<file path="config.mk">
export PLATFORM = sky130hd
export DESIGN_NAME = seq_stream_parser
export DESIGN_NICKNAME = d
export VERILOG_FILES = /design/src/rtl/seq_stream_parser.sv
export SDC_FILE = /design/constraint.sdc
export NUM_CORES = 2
export LEC_CHECK = 0
export CAP_MARGIN = 30
export CORE_MARGIN = 2
export CORE_UTILIZATION = 40
export DETAILED_ROUTE_END_ITERATION = 6
export SLEW_MARGIN = 0
export SYNTH_ARGS = -nofsm -noshare
export SYNTH_HDL_FRONTEND = slang
export SYNTH_SLANG_ARGS = --single-unit
</file>
<file path="constraint.sdc">
create_clock -name clk -period 16 [get_ports clk]
set_clock_uncertainty 0.05 [all_clocks]
set_input_delay 2.4 -clock clk [delete_from_list [all_inputs] [get_ports clk]]
set_output_delay 2.4 -clock clk [all_outputs]
set_load 0.01 [all_outputs]
</file>
<file path="src/rtl/seq_stream_parser.sv">
`default_nettype none
// ============================================================================
// Module   : seq_stream_parser
// Purpose  : Parses 32-bit little-endian framed messages, tracks per-stream
//            sequence numbers and queues parsed messages in an output FIFO.
//            Optional macro SEQ_GAP_COUNT_EN adds the dataOut_gap output.
// Revision : 1.0 - initial release
// ============================================================================
module seq_stream_parser #(
  parameter int NUM_STREAMS   = 32,
  parameter int MAX_PAYLOAD   = 37,
  parameter int OUT_DEPTH     = 2,
  parameter int LEN_W         = 16,
  localparam int DATA_W       = MAX_PAYLOAD * 8
) (
  input  logic              clk,
  input  logic              reset_b,
  input  logic [31:0]       dataIn,
  input  logic              dataIn_val,
  output logic              dataIn_ready,
  input  logic              dataIn_last,
  output logic [DATA_W-1:0] dataOut,
  output logic [LEN_W-1:0]  dataOut_len,
  output logic [15:0]       dataOut_stream,
  output logic              dataOut_val,
  input  logic              dataOut_ready,
  output logic              packetLost,
  output logic              packetErr
`ifdef SEQ_GAP_COUNT_EN
  ,
  output logic [31:0]       dataOut_gap
`endif
);

  localparam int c_SID_W = $clog2(NUM_STREAMS);
  localparam int c_CNT_W = $clog2(MAX_PAYLOAD + 5);
  localparam int c_PTR_W = (OUT_DEPTH > 1) ? $clog2(OUT_DEPTH) : 1;
  localparam int c_OCC_W = $clog2(OUT_DEPTH + 1);

  localparam logic [c_CNT_W-1:0] c_MAX      = c_CNT_W'(MAX_PAYLOAD);
  localparam logic [16:0]        c_NUM      = 17'(NUM_STREAMS);
  localparam logic [c_PTR_W-1:0] c_LAST_PTR = c_PTR_W'(OUT_DEPTH - 1);
  localparam logic [c_OCC_W-1:0] c_FULL     = c_OCC_W'(OUT_DEPTH);

  typedef enum logic [1:0] {
    S_IDLE = 2'd0,
    S_HDR2 = 2'd1,
    S_DATA = 2'd2
  } state_t;

  state_t r_state;
  state_t w_stateNext;

  // Message assembly registers
  logic [DATA_W-1:0]  r_data;
  logic [c_CNT_W-1:0] r_count;
  logic [LEN_W-1:0]   r_rem;
  logic               r_err;
  logic               r_badHdr;
  logic [15:0]        r_stream;
  logic [31:0]        r_seq;

  logic [DATA_W-1:0]  w_dataNext;
  logic [c_CNT_W-1:0] w_countNext;
  logic [LEN_W-1:0]   w_remNext;
  logic               w_errNext;
  logic               w_badHdrNext;
  logic [15:0]        w_streamNext;
  logic [31:0]        w_seqNext;
  logic               w_push;
  logic               w_hdrErr;

  logic [31:0] r_seqs [NUM_STREAMS];

  // Output FIFO
  logic [DATA_W-1:0]  r_fData   [OUT_DEPTH];
  logic [c_CNT_W-1:0] r_fLen    [OUT_DEPTH];
  logic [15:0]        r_fStream [OUT_DEPTH];
  logic               r_fLost   [OUT_DEPTH];
  logic               r_fErr    [OUT_DEPTH];
`ifdef SEQ_GAP_COUNT_EN
  logic [31:0]        r_fGap    [OUT_DEPTH];
  logic [31:0]        w_entryGap;
`endif
  logic [c_PTR_W-1:0] r_wrPtr;
  logic [c_PTR_W-1:0] r_rdPtr;
  logic [c_OCC_W-1:0] r_occ;

  logic               w_full;
  logic               w_accept;
  logic               w_pop;

  logic [7:0]         w_byte [4];
  logic [15:0]        w_wordLen;
  logic [15:0]        w_wordStream;
  logic [31:0]        w_wordSeq;
  logic [2:0]         w_valid;
  logic [c_CNT_W-1:0] w_countSum;
  logic               w_overflow;

  logic               w_pushBad;
  logic [c_SID_W-1:0] w_sid;
  logic               w_streamOk;
  logic               w_seqOk;
  logic [31:0]        w_expected;
  logic               w_entryLost;
  logic               w_entryErr;

  assign w_byte[0]    = dataIn[31:24];
  assign w_byte[1]    = dataIn[23:16];
  assign w_byte[2]    = dataIn[15:8];
  assign w_byte[3]    = dataIn[7:0];
  assign w_wordLen    = {w_byte[1], w_byte[0]};
  assign w_wordStream = {w_byte[3], w_byte[2]};
  assign w_wordSeq    = {w_byte[3], w_byte[2], w_byte[1], w_byte[0]};

  assign w_full       = (r_occ == c_FULL);
  assign dataIn_ready = !w_full;
  assign w_accept     = dataIn_val && !w_full;
  assign dataOut_val  = (r_occ != '0);
  assign w_pop        = dataOut_val && dataOut_ready;

  // Bytes of the current word that still belong to the payload
  assign w_valid    = (r_rem >= LEN_W'(4)) ? 3'd4 : r_rem[2:0];
  assign w_countSum = r_count + c_CNT_W'(w_valid);
  assign w_overflow = (w_countSum > c_MAX);

  always_ff @(posedge clk or negedge reset_b) begin
    if (!reset_b) begin
      r_state <= S_IDLE;
    end else begin
      r_state <= w_stateNext;
    end
  end

  always_comb begin
    w_stateNext  = r_state;
    w_push       = 1'b0;
    w_hdrErr     = 1'b0;
    w_dataNext   = r_data;
    w_countNext  = r_count;
    w_remNext    = r_rem;
    w_errNext    = r_err;
    w_badHdrNext = r_badHdr;
    w_streamNext = r_stream;
    w_seqNext    = r_seq;
    if (w_accept) begin
      unique case (r_state)
        S_IDLE: begin
          w_dataNext   = '0;
          w_countNext  = '0;
          w_errNext    = 1'b0;
          w_streamNext = w_wordStream;
          w_badHdrNext = (w_wordLen < 16'd8);
          w_remNext    = w_badHdrNext ? '0 : LEN_W'(w_wordLen - 16'd8);
          if (dataIn_last) begin
            w_push   = 1'b1;
            w_hdrErr = 1'b1;
          end else begin
            w_stateNext = S_HDR2;
          end
        end
        S_HDR2: begin
          w_seqNext = w_wordSeq;
          if (dataIn_last) begin
            w_push      = 1'b1;
            w_errNext   = r_err | (r_rem != '0);
            w_stateNext = S_IDLE;
          end else begin
            w_stateNext = S_DATA;
          end
        end
        S_DATA: begin
          // r_count is word-aligned whenever bytes are still being stored
          for (int k = 0; k < MAX_PAYLOAD; k++) begin
            if ((c_CNT_W'(k) >= r_count) && (c_CNT_W'(k) < w_countSum)) begin
              w_dataNext[DATA_W-1-8*k -: 8] = w_byte[k % 4];
            end
          end
          w_countNext = w_overflow ? c_MAX : w_countSum;
          w_remNext   = r_rem - LEN_W'(w_valid);
          w_errNext   = r_err | w_overflow | (r_rem == '0) |
                        (dataIn_last ? (r_rem > LEN_W'(4)) : (r_rem <= LEN_W'(4)));
          if (dataIn_last) begin
            w_push      = 1'b1;
            w_stateNext = S_IDLE;
          end
        end
        default: begin
          w_stateNext = S_IDLE;
        end
      endcase
    end
  end

  always_ff @(posedge clk or negedge reset_b) begin
    if (!reset_b) begin
      r_data   <= '0;
      r_count  <= '0;
      r_rem    <= '0;
      r_err    <= 1'b0;
      r_badHdr <= 1'b0;
      r_stream <= '0;
      r_seq    <= '0;
    end else if (w_accept) begin
      r_data   <= w_dataNext;
      r_count  <= w_countNext;
      r_rem    <= w_remNext;
      r_err    <= w_errNext;
      r_badHdr <= w_badHdrNext;
      r_stream <= w_streamNext;
      r_seq    <= w_seqNext;
    end
  end

  // Header-level errors never touch the sequence table
  assign w_pushBad   = w_hdrErr | w_badHdrNext;
  assign w_sid       = w_streamNext[c_SID_W-1:0];
  assign w_streamOk  = ({1'b0, w_streamNext} < c_NUM);
  assign w_seqOk     = !w_pushBad && w_streamOk;
  assign w_expected  = r_seqs[w_sid] + 32'd1;
  assign w_entryLost = w_seqOk && (w_seqNext != w_expected);
  assign w_entryErr  = w_errNext | w_pushBad | !w_streamOk;
`ifdef SEQ_GAP_COUNT_EN
  assign w_entryGap  = w_entryLost ? (w_seqNext - w_expected) : '0;
`endif

  always_ff @(posedge clk or negedge reset_b) begin
    if (!reset_b) begin
      for (int i = 0; i < NUM_STREAMS; i++) begin
        r_seqs[i] <= '0;
      end
    end else if (w_push && w_seqOk) begin
      r_seqs[w_sid] <= w_seqNext;
    end
  end

  always_ff @(posedge clk or negedge reset_b) begin
    if (!reset_b) begin
      r_wrPtr <= '0;
      r_rdPtr <= '0;
      r_occ   <= '0;
    end else begin
      if (w_push) begin
        r_wrPtr <= (r_wrPtr == c_LAST_PTR) ? '0 : r_wrPtr + c_PTR_W'(1);
      end
      if (w_pop) begin
        r_rdPtr <= (r_rdPtr == c_LAST_PTR) ? '0 : r_rdPtr + c_PTR_W'(1);
      end
      if (w_push && !w_pop) begin
        r_occ <= r_occ + c_OCC_W'(1);
      end else if (w_pop && !w_push) begin
        r_occ <= r_occ - c_OCC_W'(1);
      end
    end
  end

  // Entry storage needs no reset: every output is gated by dataOut_val
  always_ff @(posedge clk) begin
    if (w_push) begin
      r_fData[r_wrPtr]   <= w_dataNext;
      r_fLen[r_wrPtr]    <= w_countNext;
      r_fStream[r_wrPtr] <= w_streamNext;
      r_fLost[r_wrPtr]   <= w_entryLost;
      r_fErr[r_wrPtr]    <= w_entryErr;
`ifdef SEQ_GAP_COUNT_EN
      r_fGap[r_wrPtr]    <= w_entryGap;
`endif
    end
  end

  assign dataOut        = dataOut_val ? r_fData[r_rdPtr] : '0;
  assign dataOut_len    = dataOut_val ? LEN_W'(r_fLen[r_rdPtr]) : '0;
  assign dataOut_stream = dataOut_val ? r_fStream[r_rdPtr] : '0;
  assign packetLost     = dataOut_val && r_fLost[r_rdPtr];
  assign packetErr      = dataOut_val && r_fErr[r_rdPtr];
`ifdef SEQ_GAP_COUNT_EN
  assign dataOut_gap    = dataOut_val ? r_fGap[r_rdPtr] : '0;
`endif

endmodule
`default_nettype wire

</file>
### After elaboration in Yosys (flattened, before gate mapping)

Memory sizes are Yosys's and may differ from the RTL's.
Cells that the tools add are included.

| operators by class | value |
|---|---|
| $add $sub $neg | 8 |
| $lt $le $gt $ge | 82 |
| equality and inequality tests | 6 |
| mux-type cells | 79 |
| bitwise gates (word level) | 8 |
| reductions and logical operators | 61 |

Operator list:

| cell | number |
|---|---|
| bitwise mux 1024 bit | 1 |
| 2-to-1 mux 296 bit | 2 |
| one-hot mux 296 bit (2 select lines) | 1 |
| 2-to-1 mux 8 bit | 37 |
| binary-select mux 32 bit (select 5 bit) | 1 |
| demux 32 bit (select 5 bit) | 1 |
| 2-to-1 mux 32 bit | 5 |
| >= comparator 5 x 6 -> 1 bit (first input constant) | 16 |
| < comparator 5 x 6 -> 1 bit (first input constant) | 16 |
| 2-to-1 mux 16 bit | 4 |
| >= comparator 4 x 6 -> 1 bit (first input constant) | 8 |
| < comparator 4 x 6 -> 1 bit (first input constant) | 8 |
| logical AND 1 bit | 47 |
| adder 32 x 1 -> 32 bit (second input constant) | 1 |
| inequality test 32 bit | 1 |
| one-hot mux 16 bit (2 select lines) | 1 |
| >= comparator 6 bit (first input constant) | 5 |
| < comparator 6 bit (first input constant) | 5 |
| >= comparator 3 x 6 -> 1 bit (first input constant) | 4 |
| < comparator 3 x 6 -> 1 bit (first input constant) | 4 |
| 2-to-1 mux 6 bit | 3 |
| >= comparator 16 x 3 -> 1 bit (second input constant) | 1 |
| greater-than comparator 16 x 3 -> 1 bit (second input constant) | 1 |
| less-or-equal comparator 16 x 3 -> 1 bit (second input constant) | 1 |
| other kinds (34) | 70 |

| word-level totals | value |
|---|---|
| register bits after elaboration | 1398 |
| RAM bits | 640 |
| input bits | 37 |
| output and inout bits | 332 |
| memories kept | 5 |

Memories:

| memory | words | bits a word | rd ports | clocked after memory_dff | write ports | line | source |
|---|---|---|---|---|---|---|---|
| r_fData | 2 | 296 | 1 | 0 | 1 | 76 | `logic [DATA_W-1:0] r_fData [OUT_DEPTH];` |
| r_fStream | 2 | 16 | 1 | 0 | 1 | 78 | `logic [15:0] r_fStream [OUT_DEPTH];` |
| r_fLen | 2 | 6 | 1 | 0 | 1 | 77 | `logic [c_CNT_W-1:0] r_fLen [OUT_DEPTH];` |
| r_fErr | 2 | 1 | 1 | 0 | 1 | 80 | `logic r_fErr [OUT_DEPTH];` |
| r_fLost | 2 | 1 | 1 | 0 | 1 | 79 | `logic r_fLost [OUT_DEPTH];` |

### Longest topological paths before layout

| logic depth | value |
|---|---|
| depth after elaboration | 11 |
| mapped depth | 23 |
| depth with buffers taken out | 19 |

### Worst setup path before layout

OpenSTA, ideal clock, no wires.

| timing path | value |
|---|---|
| path type | input -> register |
| start | input dataIn_val |
| end | memory r_fData[0][0] in the netlist's numbering (enable) |
| arrival time | 16.966 ns |
| path slack | -2.024 ns |
| stages | 7 |
| path buffers | 4 |
| cells stage by stage | buf_2 > buf_2 > buf_2 > buf_1 > nand2_1 > a211o_1 > nor2_1 |

| between the ends | value |
|---|---|
| cells in the longest elaborated chain, start to end | 4 |

RTL lines:

| item | line | source |
|---|---|---|
| start, declared | 19 | `input logic dataIn_val,` |
| logical AND 1 bit | 119 | `assign w_accept = dataIn_val && !w_full;` |
| 2-to-1 mux 1 bit | 147 | `if (w_accept) begin` |
| 2-to-1 mux 1 bit | 260 | `if (w_push) begin` |
| 2-to-1 mux 1 bit (implied by the code) | 261 | `r_fData[r_wrPtr] <= w_dataNext;` |
| end, declared | 76 |  |

No other way between the ends.

### Final worst setup path

| timing path | value |
|---|---|
| start | input dataIn[8] |
| end | memory r_fLost[0], data pin |

| between the ends | value |
|---|---|
| cells in the longest elaborated chain, start to end | 9 |
| elaborated cells on any way between the ends | 13 |
| classes of those cells | add/sub (1); order compare (1); eq/ne (1); mux (7); bitwise (1); reduce/logical (2) |

RTL lines:

| item | line | source |
|---|---|---|
| start, declared | 18 | `input logic [31:0] dataIn,` |
| 2-to-1 mux 16 bit | 148 | `unique case (r_state)` |
| 2-to-1 mux 16 bit | 147 |  |
| inverter 5 -> 6 bit (implied by the code) | 221 | `assign w_expected = r_seqs[w_sid] + 32'd1;` |
| binary-select mux 32 bit (select 5 bit) | 221 |  |
| 2-to-1 mux 32 bit (implied by the code) (2 in a row) | 221 |  |
| adder 32 x 1 -> 32 bit | 221 |  |
| inequality test 32 bit | 222 | `assign w_entryLost = w_seqOk && (w_seqNext != w_expected);` |
| logical AND 1 bit * | 222 |  |
| named net w_entryLost | 106 | `logic w_entryLost;` |
| end, declared | 79 |  |

Mark *: on every way through the listed nets, which the timed path passes. The rest lies on a longest branch. The select of a mux whose other input is x is not followed.

==> flow_summary.toml <==
[grt]
grt_pass1_vias = 65560
antenna_found_initial = 17
grt-ovfl-total = 0
grt.total_usage_pct = 27.8
grt_pass1_wl_mm = 494
grt_start_max_net_pins = 181

[setup_path]
crit_path_start_kind = "input port"
worstPathCellList = "clkbuf_8 -> buf_4 -> nand2_1 -> nor3_4 -> nor2_4 -> buf_4 -> inv_6 -> buf_4 -> a211oi_1 -> or4_4 -> nor4_4 -> nand4_4 -> nor4_4 -> nand3_1 -> xnor2_1 -> a2111o_1 -> nor4_2 -> nor2_1"
crit_path_end_kind = "flip-flop"
required_ns = 16.56
r2r-start = "r_occ[0]"
regToRegEndpoint = "r_fLost[0]"
cp.arrival_ns = 9.11
cp_slowest_cell = "buf_4"
crit_fanout = 72
crit_family = "simple AND/OR/NAND/NOR gates"
cp.buffers_inverters = 5
ff2ff_path_depth = 17
critPathMaxStageDelay_ns = 0.77
cp_common_cell = "buf_4"
crit_type = "input port to flip-flop"
r2r_slack_ns = 8.13

[die]
initial_core_util_pct = 40.3
fp.dieW_microns = 494
die_area_sq_um = 244000
fp-row-count = 179
core_area_sq_um = 238000
ios = 369
die_h_microns = 494

[cts]
cts_resized = 0
clk_latency_ns = 0.88
path_clk_slew_ns = 0.07
clk_path_buf_depth = 3
cts_setup_buffers = 0
cts-hold-fix-buffers = 0
cts_sinks = 2038
cts-htree-levels = 4
cts_buffers = 214
cts_tree = "yes"
root_buffer = "clkbuf_16"

[route]
drt_iter0_markers = 7774
via_per_inst = 6.30
drt_pass1_iterations = 6
final_antenna_net_count = 0
drc = 0
vias = 67899
wl_mm = 347
wl_per_cell_microns = 32.2

[logic_synthesis]
ys_seq_area_share_pct = 56.5
yosys_warnings = 0
netlist.area_leader.share_pct = 36.4
yosysTopAreaCell = "dfrtp_1"
async_reset_ff_share_pct = 68.6
synth_edf_count = 640
ys_ff_latch = 2038
synth_area_leaders = "dfrtp_1, edfxtp_1, mux2_2, a22o_1, mux2i_1"
synth_ff_type = "dfrtp_1"
synth_area_sq_um = 96000
yosysUniqueCellTypes = 112
synth_area_per_cell_sq_um = 13.1
syn_inst = 7304

[finish]
drive_gt1_share_pct = 25.5
mostFrequentLayoutCells = "dfrtp_1, mux2_2, edfxtp_1"
area_growth_pct = 15.2
final_common_cell = "dfrtp_1"
nets = 7468

[timing]
max_freq_mhz = 117
hold_viol_final = 0
fin_crit_ns = 8.56
tns_ns = 0
setup_viol = 0
rsz0062_at_grt = "false"
maxSlewHeadroom_pct = 12.7
worst_pin_slew_ns = 1.31
timing.final.crit_share_pct = 53.5
drv_slew = 0

[run]
cap_viol_max_count = 0

[worst_hold_path]
min_to = "r_stream[13]"
hold_depth = 2
hold_class = "flip-flop to flip-flop"
min-delay-start = "r_stream[13]"

[pwr]
leakagePower_nw = 47.5
ir_drop_v = 0.000143
powerDensity_nw_per_um2 = 171
total_power_w = 0.0189

[placement]
numPortBuffers = 358
gp_congestion = 0.971
dp_hpwl_mm = 222

[outcome]
outcome = "complete, no violations"
[through the flow]
stage                     hold WS, ns  util (%)  worst slack (ns)  cells  area [sq um]
after floorplan                 0.389         -              3.41   7313         96000
after global placement          0.403      42.9              6.61  10328        102000
after detailed placement        0.408      43.1              6.64  10357        103000
after CTS                       0.424      46.3              7.57  10757        110000
after global routing            0.445      46.4              7.29  10774        111000
final                           0.419      46.4              7.44  10780        111000
[cell type report]
cell class                      count  area (sq um)
Antenna cell                        6          15.0
Clock buffer                      303          6240
Clock inverter                     97          1400
Fill cell                       21061        128000
Inverter                           70           268
Multi-Input combinational cell   4505         38700
Sequential cell                  2038         54200
Tap cell                         3167          3960
Timing Repair Buffer              594          5810
[routing by layer]
metal / wire [microns] / up-vias / track usage, %
li1: - / 27994 / -
met1: 145000 / 35385 / 38.5
met2: 154000 / 3652 / 41.8
met3: 29500 / 860 / 5.93
met4: 18500 / 8 / 13.1
met5: 58 / - / 0
[how the worst max path moves through the flow]
stage,startpoint,to,cells past startpoint
2_1_floorplan,dataIn_val,r_fData[0][0],7
3_3_place_gp,dataIn[8],r_fLost[0],18
3_5_place_dp,dataIn[8],r_fLost[0],18
4_1_cts,dataIn[8],r_fLost[0],18
5_1_grt,dataIn[8],r_fLost[0],21
6_report,dataIn[8],r_fLost[0],18
[cells in the mapped netlist (33+ instances only)]
cell and instances:
dfrtp_1 1398, mux2_2 1051, edfxtp_1 640, a22o_1 602, nor2_1 504, clkbuf_1 395
mux2i_1 387, nand2_1 309, buf_2 183, o21ai_0 176, mux4_2 156, a21oi_1 123
a211oi_1 119, o22ai_1 109, nor3_1 78, buf_4 69, inv_1 67, and3_1 48
nor4_1 42, nand3_1 40, and2_1 33
[where the power goes]
part / internal (W) / total, W / switching, W
combinational: 0.00246 / 0.00747 / 0.00501
clock: 0.00313 / 0.00534 / 0.00221
sequential: 0.00590 / 0.00613 / 0.000226
[flip-flops by register name, summed over array words and instances, names as in the netlist]
| name | cells |
|---|---|
| r_rdPtr | 1 |
| r_state | 2 |
| r_data | 296 |
| r_err | 1 |
| r_seqs | 1024 |
| r_rem | 16 |
| r_count | 6 |
| r_seq | 32 |
| r_occ | 2 |
| r_fErr | 2 |
| r_stream | 16 |
| r_fLen | 12 |
| r_fStream | 32 |
| r_wrPtr | 1 |
| r_badHdr | 1 |
| r_fLost | 2 |
| r_fData | 592 |
[cells by family (layout without fill, tap and decap cells)]
group | after synthesis | after routing | synth area share, %
AOI/OAI and AO/OA | 1550 | 1550 | 12.5
xor gates and xnor gates | 56 | 56 | 0.511
adders and majority gates | 8 | 8 | 0.112
buffers and inverters | 770 | 1064 | 3.71
DFF | 2038 | 2038 | 56.5
muxes | 1594 | 1594 | 20.0
other | 2 | 17 | 0.00782
and+or+nand+nor | 1286 | 1286 | 6.68
[worst register-to-register path, delay by kind of cell (launching register included)]
family	cells	cell delay, ns
buf+inv	4	2.20
simple gates	9	3.27
flops	1	0.47
compound gates	3	1.43
xor+xnor	1	0.15
Power figures use the tool's default switching activity.
